===== src/rtl/regfile_scoreboard_pkg.sv =====
// Shared core constants for the register file: data width, register count
// and the derived register-address width.
package regfile_scoreboard_pkg;

    localparam int CORE_XLEN     = 32;
    localparam int CORE_NREG     = 32;
    localparam int CORE_AW       = $clog2(CORE_NREG);
    localparam int CORE_NRDPORTS = 2;

endpackage : regfile_scoreboard_pkg


===== src/rtl/regfile_scoreboard_bits.sv =====
// Scoreboard: one pending bit per architectural register. A writeback clears
// the destination's bit and an issue sets it. When both target the same
// register in the same cycle, the issue wins because a newer producer is now
// in flight. Register 0 is never pending.
module regfile_scoreboard_bits
    import regfile_scoreboard_pkg::*;
#(
    parameter int NREG = CORE_NREG,
    localparam int AW  = $clog2(NREG)
) (
    input  logic            clk,
    input  logic            rst,
    input  logic            issue_en,
    input  logic [AW-1:0]   issue_addr,
    input  logic            wr_en,
    input  logic [AW-1:0]   wr_addr,
    output logic [NREG-1:0] pending
);

    logic [NREG-1:0] pending_d;
    logic [NREG-1:0] pending_q;

    // Next-state pending vector: the clear is applied first, then the set, so the issue has priority.
    always_comb begin
        // NOTE: every always_comb output gets a full default first, so no path leaves it unassigned and no latch is inferred.
        pending_d = pending_q;
        if (wr_en && (wr_addr != '0)) begin
            pending_d[wr_addr] = 1'b0;
        end
        if (issue_en && (issue_addr != '0)) begin
            pending_d[issue_addr] = 1'b1;
        end
        pending_d[0] = 1'b0;
    end

    // Pending register, cleared by asynchronous reset.
    always_ff @(posedge clk or negedge rst) begin
        // NOTE: sequential state uses non-blocking assignments only, so every flop samples pre-edge values.
        if (!rst) begin
            pending_q <= '0;
        end else begin
            pending_q <= pending_d;
        end
    end

    assign pending = pending_q;

endmodule : regfile_scoreboard_bits


===== src/rtl/regfile_scoreboard.sv =====
// Register file with two registered read ports, one write port and a pending
// scoreboard. Reads see a same-cycle writeback through a bypass. Otherwise the
// valid flag reflects the scoreboard as it was before this cycle's update.
// Register 0 always reads as zero and is valid.
module regfile_scoreboard
    import regfile_scoreboard_pkg::*;
#(
    parameter int XLEN = CORE_XLEN,
    parameter int NREG = CORE_NREG,
    localparam int AW  = $clog2(NREG)
) (
    input  logic            clk,
    input  logic            rst,
    input  logic [AW-1:0]   rs1_addr,
    input  logic [AW-1:0]   rs2_addr,
    output logic [XLEN-1:0] rd1,
    output logic            rd1_valid,
    output logic [XLEN-1:0] rd2,
    output logic            rd2_valid,
    input  logic            issue_en,
    input  logic [AW-1:0]   issue_addr,
    input  logic            wr_en,
    input  logic [AW-1:0]   wr_addr,
    input  logic [XLEN-1:0] wr_data,
    output logic [NREG-1:0] pending
);

    localparam int NP = CORE_NRDPORTS;

    logic [XLEN-1:0]         regs_d [NREG];
    logic [XLEN-1:0]         regs_q [NREG];
    logic [NP-1:0][AW-1:0]   rs_addr;
    logic [NP-1:0][XLEN-1:0] rd_d;
    logic [NP-1:0][XLEN-1:0] rd_q;
    logic [NP-1:0]           rd_valid_d;
    logic [NP-1:0]           rd_valid_q;

    regfile_scoreboard_bits #(
        .NREG (NREG)
    ) u_bits (
        .clk        (clk),
        .rst        (rst),
        .issue_en   (issue_en),
        .issue_addr (issue_addr),
        .wr_en      (wr_en),
        .wr_addr    (wr_addr),
        .pending    (pending)
    );

    assign rs_addr = {rs2_addr, rs1_addr};

    // Next-state storage: a single write per cycle, and register 0 is never written.
    always_comb begin
        regs_d = regs_q;
        if (wr_en && (wr_addr != '0)) begin
            regs_d[wr_addr] = wr_data;
        end
    end

    // Storage array, cleared to zero by asynchronous reset.
    always_ff @(posedge clk or negedge rst) begin
        // NOTE: the array is reset on purpose because architectural state must read zero after reset; a plain RAM macro would not allow this.
        if (!rst) begin
            for (int i = 0; i < NREG; i++) begin
                regs_q[i] <= '0;
            end
        end else begin
            regs_q <= regs_d;
        end
    end

    // Read-port next state: x0 gives zero, a same-cycle write is bypassed, otherwise the stored data is read with the old scoreboard.
    always_comb begin
        for (int p = 0; p < NP; p++) begin
            rd_d[p]       = regs_q[rs_addr[p]];
            rd_valid_d[p] = ~pending[rs_addr[p]];
            if (rs_addr[p] == '0) begin
                rd_d[p]       = '0;
                rd_valid_d[p] = 1'b1;
            end else if (wr_en && (wr_addr == rs_addr[p])) begin
                rd_d[p]       = wr_data;
                rd_valid_d[p] = !(issue_en && (issue_addr == rs_addr[p]));
            end
        end
    end

    // Registered read outputs. Reset leaves zero data flagged as valid.
    always_ff @(posedge clk or negedge rst) begin
        if (!rst) begin
            rd_q       <= '0;
            rd_valid_q <= '1;
        end else begin
            rd_q       <= rd_d;
            rd_valid_q <= rd_valid_d;
        end
    end

    assign rd1       = rd_q[0];
    assign rd1_valid = rd_valid_q[0];
    assign rd2       = rd_q[1];
    assign rd2_valid = rd_valid_q[1];

endmodule : regfile_scoreboard


===== config.mk =====
export PLATFORM = sky130hd
export DESIGN_NAME = regfile_scoreboard
export DESIGN_NICKNAME = d
export VERILOG_FILES = /design/src/rtl/regfile_scoreboard_pkg.sv /design/src/rtl/regfile_scoreboard_bits.sv /design/src/rtl/regfile_scoreboard.sv
export SDC_FILE = /design/constraint.sdc
export NUM_CORES = 2
export LEC_CHECK = 0
export ABC_CLOCK_PERIOD_IN_PS = 1800
export CAP_MARGIN = 10
export CORE_ASPECT_RATIO = 0.9
export CORE_MARGIN = 3
export CORE_UTILIZATION = 40
export DETAILED_ROUTE_END_ITERATION = 16
export DONT_BUFFER_PORTS = 1
export PLACE_DENSITY = 0.58
export SLEW_MARGIN = 25
export SYNTH_ARGS = -nofsm -noshare
export SYNTH_HDL_FRONTEND = slang
export SYNTH_HIERARCHICAL = 1
export SYNTH_SLANG_ARGS = --single-unit

===== constraint.sdc =====
create_clock -name clk -period 1.8 [get_ports clk]
set_input_delay 0.36 -clock clk [delete_from_list [all_inputs] [get_ports clk]]
set_output_delay 0.36 -clock clk [all_outputs]
set_load 0.1 [all_outputs]

* Word-level counts from Yosys, hierarchy flattened
Index checks and enable logic that the tools add are counted.
Storage, ports and cells: flip-flop bits (word level) 1121, input bits 56, output and inout bits 98, logic and storage cells 100
Cells by class: order comparisons 10, eq/ne operators 4, muxes and demuxes 27, bitwise operators 8, reductions and logical operators 15
Operators with widths (number):
- $bwmux W1024 | 1
- $mux W32 | 11
- $bmux W32 S5 | 2
- $demux W32 S5 | 1
- $and A32 B32 Y32 | 1
- $not A32 Y32 | 1
- $or A32 B32 Y32 | 1
- $lt A5 B6 Y1 const B | 4
- $eq A5 B5 Y1 | 4
- $ge A6 B6 Y1 const B | 3
- $not A5 Y6 | 3
- $bmux W1 S5 | 2
- $demux W1 S5 | 2
- $ge A5 B1 Y1 const B | 2
- $logic_not A5 Y1 | 2
- $reduce_bool A5 Y1 | 2
- $logic_and A1 B1 Y1 | 9
- $mux W1 | 8
- $lt A6 B1 Y1 const B | 1
- $logic_not A1 Y1 | 2
- $not A1 Y1 | 2

* Longest topological paths before layout
depth after elaboration 9, depth in mapped cells 10, mapped depth without buffers 5

* By module
Netlist, hierarchy kept.
By module, submodules not included:
- regfile_scoreboard | times used 1, cells an instance 3883, area an instance 57537.7 um^2, sequential area each 27278.7 um^2
- regfile_scoreboard_bits | times used 1, cells an instance 129, area an instance 1325.0 um^2, sequential area each 775.7 um^2

* Least setup slack after synthesis
No wires, ideal clock.
path type input-to-reg, from input rs2_addr[1], to register rd_q, in the netlist rd2[22], library setup time 126 ps, data arrival time 2139 ps, data required time 1674 ps, path slack -465 ps, cell stages on the path 6, path buffers 3, cells stage by stage buf_2 > buf_2 > clkbuf_1 > mux4_2 > mux4_2 > a221o_1
RTL lines:
- start, declared | RTL line regfile_scoreboard.sv:15 | input logic [AW-1:0] rs2_addr,
- end signal, assigned | RTL line regfile_scoreboard.sv:93 | rd_q <= rd_d;
- end, declared | RTL line regfile_scoreboard.sv:34 | logic [NP-1:0][XLEN-1:0] rd_q;

==> flow_summary_export.csv <==
group,metric,value,unit
run_status,status,"complete, but fails checks",
run_status,violations,"negative hold slack, negative setup slack",
worst_setup_path,required,2390,ps
grt,grt_pass1_wl,293000,µm
power_and_ir_drop,clkPwrFrac,33.3,%
die,fp.coreArea,145000,µm²
finish,final_nets,4254,
cts,cts_max_path_buffers,3,
cts,cts_root_buf,"clkbuf_16",
power_and_ir_drop,pwr_density_cell,1130,nW/µm²
timing,hold_viol_final,404,
worst_setup_path,rrSetupSlack,-130,ps
die,dieArea,152000,µm²
synth,ys_ff_latch,1121,
power_and_ir_drop,leakagePower,30.4,nW
worst_setup_path,crit_fanout,2,
route,num_vias,39400,
worst_setup_path,setup.worst_path.start,"regs_q[525]$_DFFE_PN0P_",
finish,layout-drive-gt1-share,52.5,%
power_and_ir_drop,switching_power,0.0236,W
timing,max_clock_freq,517,MHz
route,vias_per_cell,6.32,
power_and_ir_drop,swShare,29.6,%
placement,gp_congestion,0.808,
finish,area_growth,19.3,%
route,wl_per_cell,33.0,µm
power_and_ir_drop,p_int,0.0560,W
synth,async_reset_ff_share,100,%
grt,met1_usage,37.6,%
die,die_y,370,µm
grt,grt.busiest_layer,"met2",
grt,grt.met2_usage,40.5,%
route,totalWireLength,206000,µm
timing,slew_violations,0,
placement,dp_cells,5907,
synth,synth-edff-count,0,
grt,gr-usage-met3,5.76,%
grt,grt_overflow,0,
synth,yosysWarningCount,6,
placement,dp.final_hpwl,112000,µm
worst_setup_path,startpoint_type,"flop",
worst_setup_path,arrival,2530,ps
worst_setup_path,ff2ff_path_depth,4,
finish,final_common_cell,"dfrtp_1",
finish,final_cell_mix,"dfrtp_1 (1071), mux2_2 (960), mux4_2 (474), mux2i_1 (246), buf_4 (231)",
grt,grt_max_degree,318,
synth,syn_area,58900,µm²
worst_setup_path,worst-setup-path-type,"flop to flop",
placement,postPlaceCellArea,64100,µm²
timing,setup_violations,30,
timing,layout_setup_ws,-133,ps
worst_setup_path,end_kind,"flop",
route,drt.antenna.violating_nets,0,
synth,synth_ff_type,"dfrtp_1",
timing,worst_hold_slack,-345,ps
timing,skew,23.5,ps
grt,first_global_vias,39800,
timing,fin_tns_setup,-1770,ps
grt,antenna_found_initial,10,
power_and_ir_drop,vdd_drop_max,0.00114,V
cts,clkTransAtPathRegs,60,ps
cts,clock-sinks,1121,
grt,track_usage,26.4,%
route,drtIter0Drc,3823,
finish,final_cell_area,70200,µm²
timing,rsz0062_at_grt,"true",
synth,seq_area_frac_synth,47.7,%
timing,fin_crit,1930,ps
timing,max-slew-margin-rel,25.9,%
cts,numCtsBuffers,117,
synth,avgSynthCellArea,14.7,µm²
route,firstDrtPassIters,5,
job,maxCapViolations,0,
die,die_w,410,µm
finish,fin_util,48.4,%
synth,syn_nets,4068,
die,io_pins,154,
die,num_rows,132,
power_and_ir_drop,seqPwrFrac,42.4,%
power_and_ir_drop,power_frac_comb,24.3,%
finish,finalNonFillerCells,6243,
synth,netlist_instances,4012,
placement,place_ws,-948,ps
worst_setup_path,r2r_start,"regs_q[525]$_DFFE_PN0P_",
die,initial_utilization,40.6,%
cts,cts_tree,"yes",
cts,worst_skew_pair.late_latency,760,ps
timing,tightestPinTransition,1110,ps
synth,synth_cell_type_count,67,
timing,finalCritPeriodShare,107,%
placement,port_buffers,0,
cts,cts_max_level,3,
worst_hold_path,hold_class,"input pin to async pin",
route,drc,0,
[state kept, by name (all words and copies together) (netlist names)]
name,cells
rd1,32
rd_valid_q,2
regs_q,1024
rd2,32
u_bits/pending,31
[repair_timing]
item	4_1_cts	5_1_grt
gates cloned	1	11
buffers inserted	16	11
gates resized for setup	140	35
setup endpoints to repair	472	600
pin swaps	2	14
hold buffers	73	2
endpoints found under the hold margin	1480	58
[cells in the mapped netlist (all sizes together), types with 3 or more instances]
| master | number | area share [%] |
|---|---|---|
| a211o | 4 | 0.060 |
| a211oi | 34 | 0.43 |
| a21boi | 3 | 0.038 |
| a21oi | 33 | 0.28 |
| a221o | 40 | 0.68 |
| a221oi | 73 | 1.1 |
| a22oi | 35 | 0.45 |
| a32o | 7 | 0.12 |
| a32oi | 6 | 0.089 |
| and2 | 9 | 0.096 |
| and3 | 14 | 0.15 |
| buf | 164 | 1.7 |
| clkbuf | 277 | 1.8 |
| dfrtp | 1119 | 48 |
| inv | 8 | 0.051 |
| mux2 | 969 | 19 |
| mux2i | 247 | 4.2 |
| mux4 | 474 | 18 |
| nand2 | 124 | 0.79 |
| nand2b | 6 | 0.064 |
| nand3 | 29 | 0.25 |
| nand3b | 12 | 0.15 |
| nand4 | 9 | 0.096 |
| nand4b | 3 | 0.045 |
| nor2 | 40 | 0.26 |
| nor2b | 15 | 0.16 |
| nor3 | 10 | 0.085 |
| nor3b | 5 | 0.064 |
| o211ai | 8 | 0.10 |
| o21ai | 149 | 1.3 |
| o221a | 6 | 0.11 |
| o22ai | 8 | 0.085 |
| o31ai | 10 | 0.13 |
| or2 | 10 | 0.11 |
| or3 | 5 | 0.053 |
| or3b | 6 | 0.094 |
| xnor2 | 17 | 0.25 |
| xor2 | 3 | 0.045 |
[routing by layer]
metal  share of wire (%)  routed length [µm]  up-vias
li1                    -                   -    15900
met1                  43               88300    21400
met2                  46               93800     1686
met3                 8.1               16700      390
met4                 3.5                7150        4
met5               0.013                  27        -
[power groups by stage]
stage / combinational [W] / sequential (W) / clock, W
global route: 0.0204 / 0.0343 / 0.0278
floorplan: 0.0111 / 0.0360 / 0
global placement: 0.0167 / 0.0338 / 0
detailed placement: 0.0175 / 0.0340 / 0
finish: 0.0193 / 0.0338 / 0.0265
CTS: 0.0188 / 0.0336 / 0.0269
[final cells by class]
cell class / count / area, µm²
multi-input cells: 2441 / 29300
diodes: 3 / 7.51
well taps: 1943 / 2430
inverters: 9 / 40.0
clock buffers: 158 / 3370
fillers: 12600 / 74800
clock inverters: 60 / 787
flip-flops and latches: 1121 / 28100
repair buffers: 508 / 6200
[logic make-up after synthesis]
kind of cell	after synthesis	synth area share, %
other	1	0.00637
AOI/OAI and AO/OA	428	5.10
and+or+nand+nor	302	2.56
DFF	1121	47.7
buffers and inverters	450	3.50
xor gates and xnor gates	20	0.298
muxes	1690	40.9
[worst paths after layout]
check	to
hold reg to reg	regs_q[1012]$_DFFE_PN0P_
min in group clk	rd2[5]$_DFF_PN0_
max in group asynchronous	regs_q[203]$_DFFE_PN0P_
setup / recovery	rd2[13]$_DFF_PN0_
setup reg to reg	rd2[13]$_DFF_PN0_
hold / removal	regs_q[765]$_DFFE_PN0P_
[through the flow]
| step | hold WS (ps) | total power [W] |
|---|---|---|
| 3_5_place_dp | 71.0 | 0.0515 |
| 6_report | -345 | 0.0796 |
| 3_3_place_gp | 177 | 0.0505 |
| 4_1_cts | -523 | 0.0793 |
| 5_1_grt | -361 | 0.0826 |
| 2_1_floorplan | 64.4 | 0.0471 |
[worst max-delay path, cell delays in order (launching register included)]
cell	delay (ps)
dfrtp_1	380
mux4_2	480
mux4_2	480
nor2b_4	150
a221o_1	310
Power figures use the tool's default switching activity.
